File: src/rtl/timer_iom.sv
// timer_iom: multi-channel programmable down-counter timer on the MicroBlaze MCS IO bus.
// Define TIMER_IOM_SNAPSHOT_EN to add SNAP (0x108) and per-channel COUNT shadow registers.

module timer_iom_ch #(
   parameter int COUNT_BITS = 32
) (
   input  logic                  clk,
   input  logic                  rst,
   input  logic                  i_tick,
   input  logic                  i_ctrl_we,
   input  logic                  i_load_we,
   input  logic                  i_stat_we,
`ifdef TIMER_IOM_SNAPSHOT_EN
   input  logic                  i_snap,
   output logic [COUNT_BITS-1:0] o_shadow,
`endif
   input  logic [31:0]           i_wdata,
   input  logic [3:0]            i_be,
   output logic [2:0]            o_ctrl,
   output logic [COUNT_BITS-1:0] o_load,
   output logic [COUNT_BITS-1:0] o_count,
   output logic                  o_pend,
   output logic                  o_irq
);
   typedef enum logic {IDLE, RUN} state_t;
   state_t                r_state, w_state_nx;
   logic                  r_per, r_ie, r_pend, r_irq, w_exp, w_ctrl_we, w_w1c;
   logic [COUNT_BITS-1:0] r_load, r_count, w_count_nx;

   assign w_ctrl_we = i_ctrl_we & i_be[0];
   assign w_w1c     = i_stat_we & i_be[0] & i_wdata[0];

   always_comb begin
      w_state_nx = r_state;
      w_count_nx = r_count;
      w_exp      = 1'b0;
      case (r_state)
         IDLE: begin
            if (w_ctrl_we && i_wdata[0]) begin
               w_state_nx = RUN;
               w_count_nx = r_load;
            end
         end
         RUN: begin
            if (i_tick) begin
               if (r_count != '0) w_count_nx = r_count - 1'b1;
               else begin
                  w_exp = 1'b1;
                  if (r_per) w_count_nx = r_load;
                  else begin
                     w_count_nx = '0;
                     w_state_nx = IDLE;
                  end
               end
            end
            // A CTRL write owns EN even on an expiry cycle; stopping freezes COUNT
            if (w_ctrl_we) begin
               if (!i_wdata[0]) begin
                  w_state_nx = IDLE;
                  w_count_nx = r_count;
               end else begin
                  w_state_nx = RUN;
               end
            end
         end
         default: w_state_nx = IDLE;
      endcase
   end

   always_ff @(posedge clk or posedge rst) begin
      if (rst) begin
         r_state <= IDLE;
         r_count <= '0;
         r_load  <= '0;
         r_per   <= 1'b0;
         r_ie    <= 1'b0;
         r_pend  <= 1'b0;
         r_irq   <= 1'b0;
      end else begin
         r_state <= w_state_nx;
         r_count <= w_count_nx;
         if (w_ctrl_we) begin
            r_per <= i_wdata[1];
            r_ie  <= i_wdata[2];
         end
         if (i_load_we)
            for (int k = 0; k < COUNT_BITS; k++)
               if (i_be[k/8]) r_load[k] <= i_wdata[k];
         if (w_exp)      r_pend <= 1'b1;
         else if (w_w1c) r_pend <= 1'b0;
         r_irq <= r_pend & r_ie;
      end
   end

`ifdef TIMER_IOM_SNAPSHOT_EN
   logic [COUNT_BITS-1:0] r_shadow;
   always_ff @(posedge clk or posedge rst) begin
      if (rst)         r_shadow <= '0;
      else if (i_snap) r_shadow <= r_count;
   end
   assign o_shadow = r_shadow;
`endif

   assign o_ctrl  = {r_ie, r_per, (r_state == RUN)};
   assign o_load  = r_load;
   assign o_count = r_count;
   assign o_pend  = r_pend;
   assign o_irq   = r_irq;
endmodule

module timer_iom #(
   parameter int TIMER_COUNT   = 4,
   parameter int COUNT_BITS    = 32,
   parameter int PRESCALE_BITS = 16
) (
   input  logic                   clk,
   input  logic                   rst,
   input  logic                   io_addr_strobe,
   input  logic                   io_read_strobe,
   input  logic                   io_write_strobe,
   input  logic [11:0]            io_address,
   input  logic [3:0]             io_byte_enable,
   input  logic [31:0]            io_write_data,
   output logic [31:0]            io_read_data,
   output logic                   io_ready,
   output logic [TIMER_COUNT-1:0] irq
);
   logic                                   w_wr, w_ch_reg, w_glb, w_pre_we, w_tick;
   logic [PRESCALE_BITS-1:0]               r_pre, r_pcnt;
   logic [TIMER_COUNT-1:0]                 w_ctrl_we, w_load_we, w_stat_we, w_pend, w_irq;
   logic [TIMER_COUNT-1:0][2:0]            w_ctrl;
   logic [TIMER_COUNT-1:0][COUNT_BITS-1:0] w_load, w_count, w_cnt_rd;
   logic [31:0]                            w_rdata, r_rdata;
   logic                                   r_ready;
   logic                                   w_unused;

   assign w_unused = &{1'b0, io_address[1:0]};
   assign w_wr     = io_addr_strobe & io_write_strobe;
   assign w_ch_reg = (io_address[11:8] == 4'h0);
   assign w_glb    = (io_address[11:8] == 4'h1);
   assign w_pre_we = w_wr & w_glb & (io_address[7:2] == 6'd0);
   assign w_tick   = (r_pcnt == r_pre);

   always_ff @(posedge clk or posedge rst) begin
      if (rst) begin
         r_pre  <= '0;
         r_pcnt <= '0;
      end else if (w_pre_we) begin
         r_pcnt <= '0;
         for (int k = 0; k < PRESCALE_BITS; k++)
            if (io_byte_enable[k/8]) r_pre[k] <= io_write_data[k];
      end else if (w_tick) begin
         r_pcnt <= '0;
      end else begin
         r_pcnt <= r_pcnt + 1'b1;
      end
   end

`ifdef TIMER_IOM_SNAPSHOT_EN
   logic                                   r_snap_act, w_snap_we;
   logic [TIMER_COUNT-1:0][COUNT_BITS-1:0] w_shadow;
   assign w_snap_we = w_wr & w_glb & (io_address[7:2] == 6'd2);
   always_ff @(posedge clk or posedge rst) begin
      if (rst)                                r_snap_act <= 1'b0;
      else if (w_snap_we && io_byte_enable[0]) r_snap_act <= io_write_data[0];
   end
`endif

   for (genvar g = 0; g < TIMER_COUNT; g++) begin : g_ch
      logic w_sel;
      assign w_sel        = w_wr & w_ch_reg & (io_address[7:4] == 4'(g));
      assign w_ctrl_we[g] = w_sel & (io_address[3:2] == 2'd0);
      assign w_load_we[g] = w_sel & (io_address[3:2] == 2'd1);
      assign w_stat_we[g] = w_sel & (io_address[3:2] == 2'd3);
`ifdef TIMER_IOM_SNAPSHOT_EN
      assign w_cnt_rd[g] = r_snap_act ? w_shadow[g] : w_count[g];
`else
      assign w_cnt_rd[g] = w_count[g];
`endif
      timer_iom_ch #(.COUNT_BITS(COUNT_BITS)) u_ch (
         .clk       (clk),
         .rst       (rst),
         .i_tick    (w_tick),
         .i_ctrl_we (w_ctrl_we[g]),
         .i_load_we (w_load_we[g]),
         .i_stat_we (w_stat_we[g]),
`ifdef TIMER_IOM_SNAPSHOT_EN
         .i_snap    (w_snap_we),
         .o_shadow  (w_shadow[g]),
`endif
         .i_wdata   (io_write_data),
         .i_be      (io_byte_enable),
         .o_ctrl    (w_ctrl[g]),
         .o_load    (w_load[g]),
         .o_count   (w_count[g]),
         .o_pend    (w_pend[g]),
         .o_irq     (w_irq[g])
      );
   end

   always_comb begin
      w_rdata = '0;
      if (w_ch_reg) begin
         for (int i = 0; i < TIMER_COUNT; i++) begin
            if (io_address[7:4] == 4'(i)) begin
               case (io_address[3:2])
                  2'd0:    w_rdata[2:0]            = w_ctrl[i];
                  2'd1:    w_rdata[COUNT_BITS-1:0] = w_load[i];
                  2'd2:    w_rdata[COUNT_BITS-1:0] = w_cnt_rd[i];
                  default: w_rdata[0]              = w_pend[i];
               endcase
            end
         end
      end else if (w_glb) begin
         case (io_address[7:2])
            6'd0:    w_rdata[PRESCALE_BITS-1:0] = r_pre;
            6'd1:    w_rdata[TIMER_COUNT-1:0]   = w_pend;
`ifdef TIMER_IOM_SNAPSHOT_EN
            6'd2:    w_rdata[0]                 = r_snap_act;
`endif
            default: w_rdata = '0;
         endcase
      end
   end

   // Read data is sampled from pre-edge state and held only for the ack cycle
   always_ff @(posedge clk or posedge rst) begin
      if (rst) begin
         r_ready <= 1'b0;
         r_rdata <= '0;
      end else begin
         r_ready <= io_addr_strobe;
         r_rdata <= (io_addr_strobe && io_read_strobe) ? w_rdata : 32'd0;
      end
   end

   assign io_ready     = r_ready;
   assign io_read_data = r_rdata;
   assign irq          = w_irq;
endmodule

File: config.mk
export PLATFORM = sky130hd
export DESIGN_NAME = timer_iom
export DESIGN_NICKNAME = d
export VERILOG_FILES = /design/src/rtl/timer_iom.sv
export SDC_FILE = /design/constraint.sdc
export NUM_CORES = 1
export LEC_CHECK = 0
export ABC_CLOCK_PERIOD_IN_PS = 13800
export CAP_MARGIN = 10
export CORE_ASPECT_RATIO = 0.7
export CORE_MARGIN = 3
export CORE_UTILIZATION = 54
export DETAILED_ROUTE_END_ITERATION = 10
export GPL_TIMING_DRIVEN = 0
export PLACE_DENSITY = 0.74
export SETUP_SLACK_MARGIN = 0.15
export SLEW_MARGIN = 20
export SYNTH_ARGS = -nofsm -noshare
export SYNTH_HDL_FRONTEND = slang
export SYNTH_SLANG_ARGS = --single-unit
File: constraint.sdc
create_clock -name clk -period 13.8 [get_ports clk]
set_input_delay 1.38 -clock clk [delete_from_list [all_inputs] [get_ports clk]]
set_output_delay 1.38 -clock clk [all_outputs]
set_load 0.02 [all_outputs]
==> results.toml, run 1 <==
[pwr]
p_sw_frac = 0.3318
netSwitchingPower_uw = 870.8
clock_power_share = 0.379
worst_ir_drop_vdd_v = 0.0001154
power-per-cell-area_mw_per_mm2 = 120.7
p_comb_frac = 0.189
power.total_mw = 2.625
seqPwrFrac = 0.432
intPower_mw = 1.754
p_leak_nw = 8.922

[floorplanning]
rows = 56
core_mm2 = 0.03412
pin_count = 90
die_h_um = 163.1
die_x_um = 230.4
die_area_mm2 = 0.03756
start_util = 0.5576

[timing]
finalHoldViolations = 0
rsz0062_at_grt = "no"
slew_headroom = 0.1415
whs_ps = 527.2
max_freq_ghz = 0.1899
final-setup-viol-count = 0
setup_ws_ps = 8533
final-max-slew-violation-count = 0
worst_slew_pin_slew_ps = 1276
fin_worst_skew_ps = 26.28
min_period_ps = 5267
period_share = 0.3817

[placement]
port_buffers = 82
pre_cts_ws_ps = 8180
place.gp.congestion = 1.098
place_inst = 2539
hpwl_mm = 61.13

[clock_tree]
cts_made_buffers = 36
post-cts-setup-buffers = 0
postCtsResizedCells = 0
cts_tree = "built"
cts.clk_slew.worst_paths_ps = 60
clkLatencyLatePin_ps = 550
cts_buffer_depth = 3
clock_sinks = 341
clockRootBuffer = "clkbuf_16"
cts_hold_buf = 0
htreeDepth = 2

[logic_synthesis]
syn_inst = 1989
yosysUniqueCellTypes = 81
synth_fa_ha_area_frac = 0.009206
synthSimpleGateAreaFrac = 0.1510
synth-compound-area-share = 0.2427
syn_nets = 2056
syn_avg_cell_area_um2 = 9.566
async_flop_share = 1.000
synthTopCellsByArea = "dfrtp_1 (45%), mux2_2 (8.8%), o21ai_0 (4.7%), a21oi_1 (3.4%), nor2_1 (3.1%)"
netlist_area_mm2 = 0.01903
synthFlopType = "dfrtp_1"
synth_top_area_frac = 0.4485
ys.warnings.count = 0
muxShareOfSynthArea = 0.09187
yosysTopAreaCell = "dfrtp_1"
yosys_register_bits = 341
synth_edf_count = 0
synth_xor_area_frac = 0.01381
synth.yosys.seq_area_share = 0.4485
synth_top_family_by_area = "compound AO/OA/AOI/OAI gates"

[global_routing]
gr-usage-all-layers = 0.4188
antenna_found_initial = 1
grt_overflow = 0
grt_pass1_wl_mm = 116.9
grt_max_degree = 94
grt_pass1_vias = 17580

[routing]
wl_per_cell_um = 30.86
routed_wl_mm = 80.23
dr.pass1.iters = 7
drt_iter0_markers = 3398
ant_nets = 0
viasPerCell = 7.273
via_count = 18910
drc = 0

[min_path]
holdCritPathClass = "reg -> reg"

[cells_and_area]
final_cells = 2600
finalNetCount = 2180
drive_gt1_frac = 0.1287
num_antenna_cells = 0
syn_to_final_growth_pct = 14.27

[critical_path]
critPathMaxFanout = 10
timing.rr.start = "g_ch[0].u_ch.o_count[8]"
crit_required_ps = 14180
crit_type = "in -> reg"
cp_common_cell = "clkbuf_1"
ff2ff_setup_slack_ps = 9780
reg2reg_depth = 6
setup.worst_path.start_class = "primary input"
critPathLaunch = "io_address[2]"
r2r-end = "g_ch[0].u_ch.o_count[5]"
crit_end = "g_ch[1].u_ch.o_count[0]"
crit_slowest_cell = "clkbuf_1"
end_kind = "flip-flop"
path_cells = "clkdlybuf4s50_1 -> inv_1 -> ha_1 -> clkbuf_1 -> nand4_1 -> nor3_2 -> mux2i_1 -> a21o_1 -> buf_2 -> clkbuf_1 -> a21oi_1"
worstPathArrival_ps = 5640
slowest_delay_ps = 710

[run]
maxCapViolCount = 0

[status]
status = "finished clean"
how the worst min path moves through the flow:
stage,from,endpoint,slack (ps),cells past startpoint
3_5_place_dp,g_ch[3].u_ch.r_ie,g_ch[3].u_ch.r_ie,510,1
4_1_cts,g_ch[3].u_ch.o_count[19],g_ch[3].u_ch.o_count[19],520,1
6_report,g_ch[3].u_ch.o_count[19],g_ch[3].u_ch.o_count[19],530,1
2_1_floorplan,g_ch[1].u_ch.r_ie,g_ch[1].u_ch.o_irq,470,1
5_1_grt,g_ch[3].u_ch.r_ie,g_ch[3].u_ch.r_ie,530,1
3_3_place_gp,g_ch[3].u_ch.r_ie,g_ch[3].u_ch.r_ie,510,1
through the flow:
stage / instance area (um2) / TNS (ps) / util
after CTS: 21720 / 0 / 0.6364
after detailed placement: 20550 / 0 / 0.6023
final: 21740 / 0 / 0.6372
after floorplan: 19030 / 0 / -
after global placement: 20430 / -394540 / 0.5987
after global routing: 21740 / 0 / 0.6372
flip-flops by register name, indices dropped and copies added (netlist names):
name,cells
g_ch.u_ch.o_load,128
g_ch.u_ch.r_state,4
g_ch.u_ch.r_per,4
io_read_data,32
g_ch.u_ch.r_ie,4
g_ch.u_ch.o_pend,4
r_pcnt,16
g_ch.u_ch.o_count,128
g_ch.u_ch.o_irq,4
io_ready,1
r_pre,16
cells in the final DEF (no fill, tap or decap), types with 13 or more instances in the layout:
cell	n
dfrtp_1	341
o21ai_0	178
nor2_1	158
mux2_2	149
nand2_1	134
a21oi_1	131
clkbuf_1	108
nor3_1	86
clkdlybuf4s50_1	82
inv_1	55
a221oi_1	54
a22o_1	53
a22oi_1	45
a32oi_1	39
nand3_1	38
clkbuf_16	37
o22ai_1	29
o2bb2ai_1	27
nor4_1	25
xor2_1	25
a211oi_1	23
nand4_1	20
buf_2	17
or3_1	14
ha_1	14
and3_1	13
Yosys cell counts (all sizes together) (7+ instances only):
library cell and instances:
a31oi 8, nor4b 11, nor2 158, mux2i 7, xor2 25, a21oi 140, ha 14, nor4 32
nand4 21, o22ai 29, a22o 53, dfrtp 341, o21ai 184, a221o 10, o32a 10, a221oi 54
clkbuf 103, inv 56, nand2 134, buf 38, or4 8, nand3 38, a211oi 23, a22oi 47
or3 15, o2bb2ai 27, and3 13, and2 15, nor3 89, a32oi 39, o31ai 9, a222oi 7
mux2 149, o211ai 8
worst max-delay path: cells and delay by family:
family / cells / cell delay (ps)
AOI/OAI and AO/OA: 2 / 360
adders and majority gates: 1 / 150
and+or+nand+nor: 2 / 1100
buffers and inverters: 5 / 2180
muxes: 1 / 450
layout make-up:
| cell class | instances | area [um2] |
|---|---|---|
| Timing Repair Buffer | 86 | 910.9 |
| Fill cell | 2843 | 12380 |
| Buffer | 141 | 608.1 |
| Tap cell | 464 | 580.6 |
| Inverter | 56 | 217.7 |
| Clock buffer | 47 | 1003 |
| Clock inverter | 14 | 158.9 |
| Sequential cell | 341 | 8533 |
| Multi-Input combinational cell | 1451 | 9729 |
logic make-up after synthesis:
| group | count (synthesis) |
|---|---|
| DFF | 341 |
| buffers and inverters | 197 |
| xor gates and xnor gates | 30 |
| AOI/OAI and AO/OA | 678 |
| and+or+nand+nor | 573 |
| muxes | 156 |
| adders and majority gates | 14 |
power groups by stage:
stage / logic [mW] / clock network (mW) / registers, mW
finish: 0.496 / 0.995 / 1.13
global route: 0.517 / 1.04 / 1.14
CTS: 0.469 / 0.994 / 1.13
detailed placement: 0.464 / 0 / 1.14
global placement: 0.451 / 0 / 1.14
floorplan: 0.278 / 0 / 1.12
per-layer routing:
layer	global-route usage	share of wire
met5	0.001302	0
met4	0.1254	0.035
met3	0.1714	0.16
met2	0.5432	0.38
met1	0.6311	0.42
Note: power is estimated with default switching activity, not from simulation.
==> run 2, diff against run 1 <==
- ABC_CLOCK_PERIOD_IN_PS: 13800 -> 5450
- clock period: 13.8 -> 5.45 ns (I/O delays scaled with it)
==> results.toml, run 2 (synthesis gave the netlist of run 1 again) <==
[clock_tree]
cts_hold_buf = 0
cts_buffer_depth = 3
cts.clk_slew.worst_paths_ps = 70
clkLatencyLatePin_ps = 550
postCtsResizedCells = 0
clock_sinks = 341
htreeDepth = 2
post-cts-setup-buffers = 0
clockRootBuffer = "clkbuf_16"
cts_tree = "built"
cts_made_buffers = 36

[status]
status = "finished clean"

[floorplanning]
die_h_um = 163.1
pin_count = 90
die_area_mm2 = 0.03756
start_util = 0.5576
die_x_um = 230.4
core_mm2 = 0.03412
rows = 56

[timing]
worst_slew_pin_slew_ps = 1122
final-setup-viol-count = 0
rsz0062_at_grt = "no"
period_share = 0.7981
finalSetupTns_ps = 0
whs_ps = 396.2
finalHoldViolations = 0
max_freq_ghz = 0.2299
min_period_ps = 4350
slew_headroom = 0.2517
setup_ws_ps = 1100
fin_worst_skew_ps = 24.66
final-max-slew-violation-count = 0

[cells_and_area]
final_cells = 2612
drive_gt1_frac = 0.1327
most-common-layout-cells = "dfrtp_1 (341), o21ai_0 (178), nor2_1 (158)"
syn_to_final_growth_pct = 15.07
final_cell_area_mm2 = 0.02189
final_util = 0.6416
final_common_cell = "dfrtp_1"
finalNetCount = 2187

[pwr]
p_leak_nw = 8.990
power-per-cell-area_mw_per_mm2 = 303.7
worst_ir_drop_vdd_v = 0.0002284
power.total_mw = 6.650

[min_path]
holdCritPathClass = "in -> async"

[run]
maxCapViolCount = 0

[placement]
place.gp.congestion = 1.079
hpwl_mm = 60.08
pre_cts_ws_ps = 708.5
place_inst = 2546
port_buffers = 82
place_area_mm2 = 0.02067

[critical_path]
crit_required_ps = 5860
path_cells = "clkdlybuf4s50_1 -> inv_1 -> ha_1 -> clkbuf_1 -> nand4_1 -> nor3_1 -> nand2_1 -> a22oi_1 -> clkbuf_1 -> o21ai_0 -> o2bb2ai_1"
crit_type = "in -> reg"
worstPathArrival_ps = 4760
end_kind = "flip-flop"
slowest_delay_ps = 690
setup.worst_path.start_class = "primary input"
cp_common_cell = "clkbuf_1"
critPathMaxFanout = 10
crit_slowest_cell = "clkbuf_1"

[routing]
dr.pass1.iters = 8
drt_iter0_markers = 3505
ant_nets = 0
via_count = 18950
drc = 0
viasPerCell = 7.256
wl_per_cell_um = 29.90
routed_wl_mm = 78.09

[global_routing]
antenna_found_initial = 0
grt_overflow = 0
gr-usage-all-layers = 0.4105
grt_max_degree = 37
grt_pass1_vias = 17690
grt_pass1_wl_mm = 115.0
==> run 2: critical path, delay by kind of cell <==
kind	cells	cell delay (ps)
adder cells (fa/ha/maj)	1	150
AND/OR/NAND/NOR	3	1310
AO/OA/AOI/OAI	3	910
buffers and inverters	4	1840
==> run 2: worst paths after layout <==
kind / from / to / slack [ps] / depth (start not counted)
min in group clk: g_ch[2].u_ch.o_count[29] / g_ch[2].u_ch.o_count[29] / 540 / 1
min: rst / g_ch[0].u_ch.o_count[21] / 400 / 2
max reg2reg: r_pre[0] / g_ch[2].u_ch.o_count[16] / 1480 / 8
max in group asynchronous: rst / io_read_data[3] / 3800 / 6
min reg2reg: g_ch[2].u_ch.o_count[29] / g_ch[2].u_ch.o_count[29] / 540 / 1
max: io_address[2] / g_ch[2].u_ch.o_count[16] / 1100 / 11
==> run 2: layer usage <==
layer | vias up | share of wire | track usage
met1 | 9304 | 0.42 | 0.6204
met4 | 2 | 0.032 | 0.1147
li1 | 7822 | - | -
met5 | - | 0.00058 | 0.009115
met2 | 1625 | 0.38 | 0.5341
met3 | 200 | 0.16 | 0.1670
==> run 2: final cells by class <==
| cell class | instances | area, um2 |
|---|---|---|
| Antenna cell | 1 | 2.502 |
| Buffer | 141 | 608.1 |
| Clock buffer | 50 | 1035 |
| Clock inverter | 15 | 151.4 |
| Fill cell | 2877 | 12230 |
| Inverter | 56 | 214.0 |
| Multi-Input combinational cell | 1451 | 9729 |
| Sequential cell | 341 | 8533 |
| Tap cell | 464 | 580.6 |
| Timing Repair Buffer | 93 | 1041 |
==> run 2: report_power, final <==
group	leakage (nW)	switching (mW)	total, mW	internal [mW]
Clock	0.578	1.11	2.55	1.44
Sequential	4.41	0.203	2.87	2.66
Combinational	4.00	0.887	1.23	0.342
